$ cat src/rtl/alu_sched_pkg.sv
// Shared constants for the alu_sched command scheduler: FSM encoding,
// ALU opcodes and default datapath widths.
package alu_sched_pkg;

  localparam int INST_W = 4;
  localparam int DATA_W = 16;

  localparam logic [1:0] ST_IDLE  = 2'd0;
  localparam logic [1:0] ST_ISSUE = 2'd1;
  localparam logic [1:0] ST_WAIT  = 2'd2;
  localparam logic [1:0] ST_RESP  = 2'd3;

  localparam logic [3:0] OP_ADD = 4'b0000;
  localparam logic [3:0] OP_SUB = 4'b0001;

endpackage

$ cat src/rtl/alu_sched_if.sv
// Bundle of requester, ALU and response signals seen by alu_sched.
// The slave modport is the scheduler's view; master is the environment's.
interface alu_sched_if
  import alu_sched_pkg::*;
#(
  parameter int N_REQ  = 2,
  parameter int INST_W = alu_sched_pkg::INST_W,
  parameter int DATA_W = alu_sched_pkg::DATA_W
);
  localparam int IDX_W = $clog2(N_REQ);

  logic [N_REQ-1:0]        i_req_valid;
  logic [N_REQ-1:0]        o_req_ready;
  logic [N_REQ*INST_W-1:0] i_req_inst;
  logic [N_REQ*DATA_W-1:0] i_req_data_a;
  logic [N_REQ*DATA_W-1:0] i_req_data_b;
  logic                    o_alu_valid;
  logic [INST_W-1:0]       o_alu_inst;
  logic [DATA_W-1:0]       o_alu_data_a;
  logic [DATA_W-1:0]       o_alu_data_b;
  logic                    i_alu_busy;
  logic                    i_alu_out_valid;
  logic [DATA_W-1:0]       i_alu_data;
  logic                    o_rsp_valid;
  logic [IDX_W-1:0]        o_rsp_id;
  logic [DATA_W-1:0]       o_rsp_data;
  logic                    o_rsp_err;
  logic                    i_rsp_ready;

  modport slave (
    input  i_req_valid, i_req_inst, i_req_data_a, i_req_data_b,
    input  i_alu_busy, i_alu_out_valid, i_alu_data, i_rsp_ready,
    output o_req_ready, o_alu_valid, o_alu_inst, o_alu_data_a, o_alu_data_b,
    output o_rsp_valid, o_rsp_id, o_rsp_data, o_rsp_err
  );

  modport master (
    output i_req_valid, i_req_inst, i_req_data_a, i_req_data_b,
    output i_alu_busy, i_alu_out_valid, i_alu_data, i_rsp_ready,
    input  o_req_ready, o_alu_valid, o_alu_inst, o_alu_data_a, o_alu_data_b,
    input  o_rsp_valid, o_rsp_id, o_rsp_data, o_rsp_err
  );

endinterface

$ cat src/rtl/alu_sched_rr_arb.sv
// Combinational round-robin pick: first set request at or after i_ptr,
// wrapping, returned as a one-hot grant and an index.
module alu_sched_rr_arb
  import alu_sched_pkg::*;
#(
  parameter int N_REQ = 2,
  parameter int IDX_W = $clog2(N_REQ)
) (
  input  logic [N_REQ-1:0] i_req,
  input  logic [IDX_W-1:0] i_ptr,
  output logic [N_REQ-1:0] o_grant,
  output logic [IDX_W-1:0] o_idx,
  output logic             o_any
);

  always_comb begin
    o_grant = '0;
    o_idx   = '0;
    o_any   = 1'b0;
    for (int i = 0; i < N_REQ; i++) begin
      if (!o_any && i_req[(int'(i_ptr) + i) % N_REQ]) begin
        o_any = 1'b1;
        o_idx = IDX_W'((int'(i_ptr) + i) % N_REQ);
        o_grant[(int'(i_ptr) + i) % N_REQ] = 1'b1;
      end
    end
  end

endmodule

$ cat src/rtl/alu_sched.sv
// Round-robin scheduler sharing one Q6.10 ALU between N_REQ requesters.
// Define ALU_SCHED_TIMEOUT_EN to build the WAIT watchdog (abort after TIMEOUT cycles).
module alu_sched
  import alu_sched_pkg::*;
#(
  parameter int N_REQ   = 2,
  parameter int INST_W  = alu_sched_pkg::INST_W,
  parameter int DATA_W  = alu_sched_pkg::DATA_W,
  parameter int TIMEOUT = 15
) (
  input  logic       i_clk,
  input  logic       i_rst,
  alu_sched_if.slave io_bus
);

  localparam int IDX_W = $clog2(N_REQ);

  if (N_REQ < 2 || TIMEOUT < 1) begin : g_bad_param
    $error("alu_sched: N_REQ must be >= 2 and TIMEOUT >= 1");
  end

  logic [1:0]        r_state;
  logic [IDX_W-1:0]  r_rr_ptr;
  logic [IDX_W-1:0]  r_gnt_id;
  logic [INST_W-1:0] r_inst;
  logic [DATA_W-1:0] r_a;
  logic [DATA_W-1:0] r_b;
  logic [IDX_W-1:0]  r_rsp_id;
  logic [DATA_W-1:0] r_rsp_data;

  logic [N_REQ-1:0]  w_grant;
  logic [IDX_W-1:0]  w_gnt_idx;
  logic              w_any;
  logic              w_accept;

  alu_sched_rr_arb #(.N_REQ(N_REQ), .IDX_W(IDX_W)) u_arb (
    .i_req   (io_bus.i_req_valid),
    .i_ptr   (r_rr_ptr),
    .o_grant (w_grant),
    .o_idx   (w_gnt_idx),
    .o_any   (w_any)
  );

  // Accept is a same-cycle pulse so a requester sees ready while still presenting.
  assign w_accept = (r_state == ST_IDLE) && w_any && !io_bus.i_alu_busy && !i_rst;

  assign io_bus.o_req_ready  = w_accept ? w_grant : '0;
  assign io_bus.o_alu_valid  = (r_state == ST_ISSUE);
  assign io_bus.o_alu_inst   = r_inst;
  assign io_bus.o_alu_data_a = r_a;
  assign io_bus.o_alu_data_b = r_b;
  assign io_bus.o_rsp_valid  = (r_state == ST_RESP);
  assign io_bus.o_rsp_id     = r_rsp_id;
  assign io_bus.o_rsp_data   = r_rsp_data;

`ifdef ALU_SCHED_TIMEOUT_EN
  localparam int CNT_W = ($clog2(TIMEOUT + 1) < 4) ? 4 : $clog2(TIMEOUT + 1);
  logic [CNT_W-1:0] r_wait_cnt;
  logic             r_rsp_err;
  assign io_bus.o_rsp_err = r_rsp_err;
`else
  assign io_bus.o_rsp_err = 1'b0;
`endif

  always_ff @(posedge i_clk) begin
    if (i_rst) begin
      r_state    <= ST_IDLE;
      r_rr_ptr   <= '0;
      r_gnt_id   <= '0;
      r_inst     <= '0;
      r_a        <= '0;
      r_b        <= '0;
      r_rsp_id   <= '0;
      r_rsp_data <= '0;
`ifdef ALU_SCHED_TIMEOUT_EN
      r_wait_cnt <= '0;
      r_rsp_err  <= 1'b0;
`endif
    end else begin
      case (r_state)
        ST_IDLE: begin
          if (w_accept) begin
            r_gnt_id <= w_gnt_idx;
            r_inst   <= io_bus.i_req_inst[w_gnt_idx*INST_W +: INST_W];
            r_a      <= io_bus.i_req_data_a[w_gnt_idx*DATA_W +: DATA_W];
            r_b      <= io_bus.i_req_data_b[w_gnt_idx*DATA_W +: DATA_W];
            r_state  <= ST_ISSUE;
          end
        end
        ST_ISSUE: begin
          r_state <= ST_WAIT;
`ifdef ALU_SCHED_TIMEOUT_EN
          r_wait_cnt <= '0;
`endif
        end
        // Instruction and operands stay on the ALU bus: its output mux follows i_inst.
        ST_WAIT: begin
          if (io_bus.i_alu_out_valid) begin
            r_rsp_data <= io_bus.i_alu_data;
            r_rsp_id   <= r_gnt_id;
`ifdef ALU_SCHED_TIMEOUT_EN
            r_rsp_err  <= 1'b0;
`endif
            r_state    <= ST_RESP;
          end
`ifdef ALU_SCHED_TIMEOUT_EN
          else if (r_wait_cnt == CNT_W'(TIMEOUT - 1)) begin
            r_rsp_data <= '0;
            r_rsp_id   <= r_gnt_id;
            r_rsp_err  <= 1'b1;
            r_state    <= ST_RESP;
          end else begin
            r_wait_cnt <= r_wait_cnt + 1'b1;
          end
`endif
        end
        ST_RESP: begin
          if (io_bus.i_rsp_ready) begin
            r_rr_ptr <= (r_gnt_id == IDX_W'(N_REQ - 1)) ? '0 : r_gnt_id + 1'b1;
            r_state  <= ST_IDLE;
          end
        end
        default: r_state <= ST_IDLE;
      endcase
    end
  end

endmodule

$ cat src/flat_wrapper.sv
// flat-port wrapper written by rule: the top's interface ports become plain ports
module alu_sched_flat import alu_sched_pkg::*;
#(
  parameter int N_REQ   = 2,
  parameter int INST_W  = alu_sched_pkg::INST_W,
  parameter int DATA_W  = alu_sched_pkg::DATA_W,
  parameter int TIMEOUT = 15
)
  (i_clk, i_rst, io_bus_i_req_valid, io_bus_i_req_inst, io_bus_i_req_data_a, io_bus_i_req_data_b, io_bus_i_alu_busy, io_bus_i_alu_out_valid, io_bus_i_alu_data, io_bus_i_rsp_ready, io_bus_o_req_ready, io_bus_o_alu_valid, io_bus_o_alu_inst, io_bus_o_alu_data_a, io_bus_o_alu_data_b, io_bus_o_rsp_valid, io_bus_o_rsp_id, io_bus_o_rsp_data, io_bus_o_rsp_err);
  alu_sched_if #(.N_REQ(N_REQ), .INST_W(INST_W), .DATA_W(DATA_W)) io_bus_i ();
  input  logic i_clk;
  input  logic i_rst;
  input wire logic [$bits(io_bus_i.i_req_valid)-1:0] io_bus_i_req_valid;
  input wire logic [$bits(io_bus_i.i_req_inst)-1:0] io_bus_i_req_inst;
  input wire logic [$bits(io_bus_i.i_req_data_a)-1:0] io_bus_i_req_data_a;
  input wire logic [$bits(io_bus_i.i_req_data_b)-1:0] io_bus_i_req_data_b;
  input wire logic [$bits(io_bus_i.i_alu_busy)-1:0] io_bus_i_alu_busy;
  input wire logic [$bits(io_bus_i.i_alu_out_valid)-1:0] io_bus_i_alu_out_valid;
  input wire logic [$bits(io_bus_i.i_alu_data)-1:0] io_bus_i_alu_data;
  input wire logic [$bits(io_bus_i.i_rsp_ready)-1:0] io_bus_i_rsp_ready;
  output wire logic [$bits(io_bus_i.o_req_ready)-1:0] io_bus_o_req_ready;
  output wire logic [$bits(io_bus_i.o_alu_valid)-1:0] io_bus_o_alu_valid;
  output wire logic [$bits(io_bus_i.o_alu_inst)-1:0] io_bus_o_alu_inst;
  output wire logic [$bits(io_bus_i.o_alu_data_a)-1:0] io_bus_o_alu_data_a;
  output wire logic [$bits(io_bus_i.o_alu_data_b)-1:0] io_bus_o_alu_data_b;
  output wire logic [$bits(io_bus_i.o_rsp_valid)-1:0] io_bus_o_rsp_valid;
  output wire logic [$bits(io_bus_i.o_rsp_id)-1:0] io_bus_o_rsp_id;
  output wire logic [$bits(io_bus_i.o_rsp_data)-1:0] io_bus_o_rsp_data;
  output wire logic [$bits(io_bus_i.o_rsp_err)-1:0] io_bus_o_rsp_err;
  assign io_bus_i.i_req_valid = io_bus_i_req_valid;
  assign io_bus_i.i_req_inst = io_bus_i_req_inst;
  assign io_bus_i.i_req_data_a = io_bus_i_req_data_a;
  assign io_bus_i.i_req_data_b = io_bus_i_req_data_b;
  assign io_bus_i.i_alu_busy = io_bus_i_alu_busy;
  assign io_bus_i.i_alu_out_valid = io_bus_i_alu_out_valid;
  assign io_bus_i.i_alu_data = io_bus_i_alu_data;
  assign io_bus_i.i_rsp_ready = io_bus_i_rsp_ready;
  assign io_bus_o_req_ready = io_bus_i.o_req_ready;
  assign io_bus_o_alu_valid = io_bus_i.o_alu_valid;
  assign io_bus_o_alu_inst = io_bus_i.o_alu_inst;
  assign io_bus_o_alu_data_a = io_bus_i.o_alu_data_a;
  assign io_bus_o_alu_data_b = io_bus_i.o_alu_data_b;
  assign io_bus_o_rsp_valid = io_bus_i.o_rsp_valid;
  assign io_bus_o_rsp_id = io_bus_i.o_rsp_id;
  assign io_bus_o_rsp_data = io_bus_i.o_rsp_data;
  assign io_bus_o_rsp_err = io_bus_i.o_rsp_err;
  alu_sched #(.N_REQ(N_REQ), .INST_W(INST_W), .DATA_W(DATA_W), .TIMEOUT(TIMEOUT)) u_core (.i_clk(i_clk), .i_rst(i_rst), .io_bus(io_bus_i));
endmodule
$ cat config.mk
export PLATFORM = sky130hd
export DESIGN_NAME = alu_sched_flat
export DESIGN_NICKNAME = d
export VERILOG_FILES = /design/src/rtl/alu_sched_pkg.sv /design/src/rtl/alu_sched_if.sv /design/src/rtl/alu_sched_rr_arb.sv /design/src/rtl/alu_sched.sv /design/src/flat_wrapper.sv
export SDC_FILE = /design/constraint.sdc
export NUM_CORES = 1
export LEC_CHECK = 0
export CAP_MARGIN = 15
export CORE_MARGIN = 2
export CORE_UTILIZATION = 41
export DETAILED_ROUTE_END_ITERATION = 16
export GPL_ROUTABILITY_DRIVEN = 0
export PLACE_DENSITY = 0.84
export SLEW_MARGIN = 40
export SYNTH_ARGS = -nofsm -noshare
export SYNTH_HDL_FRONTEND = slang
export SYNTH_SLANG_ARGS = --single-unit
$ cat constraint.sdc
create_clock -name i_clk -period 4.02 [get_ports i_clk]
set_input_delay 0.603 -clock i_clk [delete_from_list [all_inputs] [get_ports i_clk]]
set_output_delay 0.603 -clock i_clk [all_outputs]
set_load 0.02 [all_outputs]
## Word level (Yosys, flattened, before mapping)

Index checks and enable logic that the tools add are counted.

| cells by class | value |
|---|---|
| shift operators | 3 |
| muxes and demuxes | 21 |
| order comparisons | 4 |
| bitwise operators | 2 |
| reductions and logical operators | 14 |
| $add $sub $neg | 2 |
| eq/ne operators | 6 |

Operator list:

| cell | count |
|---|---|
| $shiftx 32x6->16 | 2 |
| $mux 1 | 12 |
| $mux 2 | 6 |
| $pmux 2 s4 | 1 |
| $shiftx 8x4->4 | 1 |
| $logic_and 1x1->1 | 6 |
| $reduce_and 2->1 | 3 |
| $eq 2x2->1 const B | 2 |
| $ne 2x2->1 const B | 2 |
| $logic_not 1->1 | 3 |
| $lt 2x3->1 const B | 1 |
| $reduce_and 3->1 | 1 |
| $add 1x1->1 const B | 2 |
| $demux 1 s1 | 2 |
| $eq 2x1->1 const B | 1 |
| $ge 2x1->1 const B | 1 |
| $logic_not 2->1 | 1 |
| $lt 1x2->1 const B | 1 |
| $ne 2x1->1 const B | 1 |
| $or 2x2->2 | 1 |
| $and 1x1->1 const A | 1 |
| $ge 1x1->1 const B | 1 |

| word-level totals | value |
|---|---|
| input bits | 95 |
| output and inout port bits | 58 |
| bits in registers | 57 |
| logic and storage cells | 60 |

## Depth between registers and ports, before layout

| depth | value |
|---|---|
| word-level depth | 12 |
| depth in mapped cells | 8 |

## Modules after synthesis

A second synthesis with hierarchy kept.

| second synthesis, totals | value |
|---|---|
| cell total of the unflattened synthesis | 272 |
| area total of the unflattened synthesis | 2613.8 µm² |

Modules (own cells, without submodules):

| module | cells an instance | sequential area each (µm²) | times used | area an instance (µm²) |
|---|---|---|---|---|
| alu_sched | 267 | 1141.1 | 1 | 2581.2 |
| alu_sched_rr_arb | 5 | 0.0 | 1 | 32.5 |

## Worst setup path before layout

Ideal clock, no wire load.

| timing | value |
|---|---|
| path type | input port to output port |
| from | input io_bus_i_alu_busy |
| to | output io_bus_o_req_ready[0] |
| arrival | 1.711 ns |
| stages on the path | 5 |
| slack | 1.706 ns |
| cell sequence | nand2b_1 -> or3_4 -> buf_6 -> buf_6 -> nor2_1 |

| between the ends | value |
|---|---|
| cells in the longest elaborated chain, start to end | 4 |

Ends and longest elaborated chain:

| what | RTL line | text |
|---|---|---|
| start, declared | flat_wrapper.sv:17 | `input wire logic [$bits(io_bus_i.i_alu_busy)-1:0] io_bus_i_alu_busy;` |
| $logic_not 1->1 | alu_sched.sv:45 | `assign w_accept = (r_state == ST_IDLE) && w_any && !io_bus.i_alu_busy && !i_rst;` |
| $logic_and 1x1->1 (2 in a row) | alu_sched.sv:45 |  |
| $mux 2 | alu_sched.sv:47 | `assign io_bus.o_req_ready = w_accept ? w_grant : '0;` |
| end, declared | flat_wrapper.sv:21 | `output wire logic [$bits(io_bus_i.o_req_ready)-1:0] io_bus_o_req_ready;` |

Every way passes these cells.

## Final worst setup path

| timing | value |
|---|---|
| from | input io_bus_i_req_valid[1] |
| to | output io_bus_o_req_ready[1] |

| between the ends | value |
|---|---|
| cells in the longest elaborated chain, start to end | 10 |

Ends and longest elaborated chain:

| what | RTL line | text |
|---|---|---|
| start, declared | flat_wrapper.sv:13 | `input wire logic [$bits(io_bus_i.i_req_valid)-1:0] io_bus_i_req_valid;` |
| $mux 1 (implied by the code) (2 in a row) | alu_sched_rr_arb.sv:21 | `if (!o_any && i_req[(int'(i_ptr) + i) % N_REQ]) begin` |
| $mux 1 | alu_sched_rr_arb.sv:21 |  |
| $logic_not 1->1 | alu_sched_rr_arb.sv:21 |  |
| $logic_and 1x1->1 | alu_sched_rr_arb.sv:21 |  |
| $mux 1 | alu_sched_rr_arb.sv:21 |  |
| $logic_and 1x1->1 (3 in a row) | alu_sched.sv:45 |  |
| $mux 2 (*) | alu_sched.sv:47 |  |

Every way passes the cells marked *; elsewhere a longest branch is shown, timed or not. The select of a mux whose other input is x is not followed.

==> metrics <==
Die X=84.25 um; initial DRC count=slightly above 80; peak supply drop=about 280 uV; Clock transition at path regs=0.07 ns; synthesized cell area=0.002640 mm2; height of the die=84.25 um; Crit. End Element=output port; hpwl dp=5152 um; Post-CTS Resized=0; Post-DP Area=about 0.0041 mm2; status=completed; Layout Nets=roughly 500; TritonRoute pass-1 iters=4; filler instances=around 520; share of post-route cells with drive strength above 1=about an eighth; Yosys reg bits=57; maximum fanout along the worst path=4; clock skew=0.008910 ns; CTS Buf Count=9; Buffers on Ports=151; gr usage total=19.37%; Root Buffer=clkbuf_8; Hold Path Class=reg -> reg; post-synth top area share=a little over two fifths; top post-synthesis cells by area=dfxtp_1 (43%), mux2i_1 (14%), nand3b_1 (9.7%); pin count of the biggest net entering global routing=61; WP data required=3.42 ns; CTS Hold Bufs=0; first-pass GRT wire length=11,140 um; Worst-Margin Slew=0.6121 ns; Tcrit/Tclk final=around three quarters; Finished Cell Area=0.004283 mm2; # diodes=0; Net Count, Synth=372; Post-CTS Setup Inserts=0; worst skew pair latency=0.32 ns; vias in the first global route=2,408; most frequent cells in the layout=clkdlybuf4s50_1 (150), dfxtp_1 (57), nand2_1 (37), mux2i_1 (37), nand3b_1 (34); initial core utilization=42.06%; DR DRC count=0; # rows=29; Core Area=0.006277 mm2; MaxCap Viol Count=0; PwrDens=419.8 mW/mm2; Num Clock Sinks=57; die area=around 0.0071 mm2; Placed Cells=482; leak pwr=0.001712 uW; headroom to the max-slew limit=about three fifths; unrepaired setup endpoints after global routing=false; Synth area leader=dfxtp_1; Routed Antenna Nets=0; via count=2,425; crit path time final=about 3 ns; # IOs=153; Arrival @ worst endpoint=2.35 ns; CTS max path bufs=2; Final Hold Fails=0; Syn Area/Cell=9.670 um2; WS Path Type=in -> out; Fmax=338.8 MHz; Synth warnings=0; setup TNS=0 ns; post-DR wirelength/cell=13.92 um; Max Transition Viols Final=0; commonest non-fill, non-tap cell in the layout=clkdlybuf4s50_1; Total Wirelength=6920 um; Layout area overhead=62.23%; gr ovfl total=0; Tot Pwr=between 1500 and 2000 uW; Setup-failing EPs final=0; CTS tree=yes; Distinct cells, synth=24; part of the Yosys area used for sequential elements=43.22%; crit start category=input port; H-tree depth=3; Post-Layout Cell Count=about 500; vias per cell=4.879; initial antenna violation count=0; Syn Inst Count=273
==> layer usage <==
metal	global-route usage, %	vias to the layer above	share of wire [%]
met2	33.12	95	51
met1	22.12	1088	40
met5	0	-	0
met3	6.686	13	7.3
li1	-	1229	-
met4	7.771	0	2.1
==> power by group <==
part | internal (uW) | switching [uW] | total, uW
registers | 654 | 49.9 | 704
clock network | 233 | 207 | 440
logic | 332 | 322 | 654
==> logic make-up after synthesis <==
kind of cell	after synthesis	share of synthesized area [%]
other cells	1	0.1420
fa+ha+maj	4	1.896
compound gates	60	15.45
mux	37	14.03
buf+inv	26	6.398
simple gates	88	18.86
flops	57	43.22
==> final timing paths <==
kind                                      from                            to  slack [ns]  cells after the start
setup reg to reg             u_core.r_state[1]   u_core.io_bus.o_alu_inst[2]        2.22                      7
setup / recovery         io_bus_i_req_valid[1]         io_bus_o_req_ready[1]        1.07                      5
hold / removal    u_core.io_bus.o_rsp_data[10]  u_core.io_bus.o_rsp_data[10]        0.45                      2
hold reg to reg   u_core.io_bus.o_rsp_data[10]  u_core.io_bus.o_rsp_data[10]        0.45                      2
==> per-stage QoR <==
step	hold slack, ns	util (%)	setup WS [ns]
after global routing	0.4712	68.23	0.9821
after global placement	0.4425	65.62	1.074
after CTS	0.4566	68.19	1.042
after floorplan	0.4460	-	1.706
final	0.4528	68.23	1.068
after detailed placement	0.4485	65.62	1.046
==> cell type report <==
| type | count | area, um2 | area share (%) |
|---|---|---|---|
| Clock inverter | 4 | 20.02 | 0.4674 |
| Inverter | 4 | 15.01 | 0.3506 |
| Clock buffer | 11 | 141.4 | 3.301 |
| Timing Repair Buffer | 154 | 1531 | 35.76 |
| Multi-Input combinational cell | 190 | 1338 | 31.23 |
| Sequential cell | 57 | 1141 | 26.64 |
| Tap cell | 77 | 96.34 | 2.249 |
==> flip-flops by register name, indices dropped and copies added (netlist names) <==
| name | flops |
|---|---|
| u_core.r_rr_ptr | 1 |
| u_core.io_bus.o_alu_data_b | 16 |
| u_core.io_bus.o_rsp_data | 16 |
| u_core.io_bus.o_rsp_id | 1 |
| u_core.r_state | 2 |
| u_core.io_bus.o_alu_data_a | 16 |
| u_core.r_gnt_id | 1 |
| u_core.io_bus.o_alu_inst | 4 |
==> worst max-delay path, cell delays in order <==
cell and delay [ns]:
clkdlybuf4s50_1 0.54, nor2_1 0.10, or3_4 0.36, nor2_1 0.12, clkdlybuf4s50_1 0.63
==> Yosys cell counts <==
cell / n
or3_1: 1
a21oi_1: 20
or3_4: 1
mux2i_1: 37
or2_2: 1
nand3b_2: 2
o21a_1: 1
nand3b_1: 34
clkbuf_1: 9
buf_2: 3
nand2_1: 37
buf_6: 8
nand2b_1: 4
conb_1: 1
a2bb2oi_1: 1
o21ai_1: 10
buf_4: 2
and2_1: 1
o21ai_0: 1
dfxtp_1: 57
o21ai_2: 27
ha_1: 4
inv_1: 4
nor2_1: 7
Power figures use the tool's default switching activity.
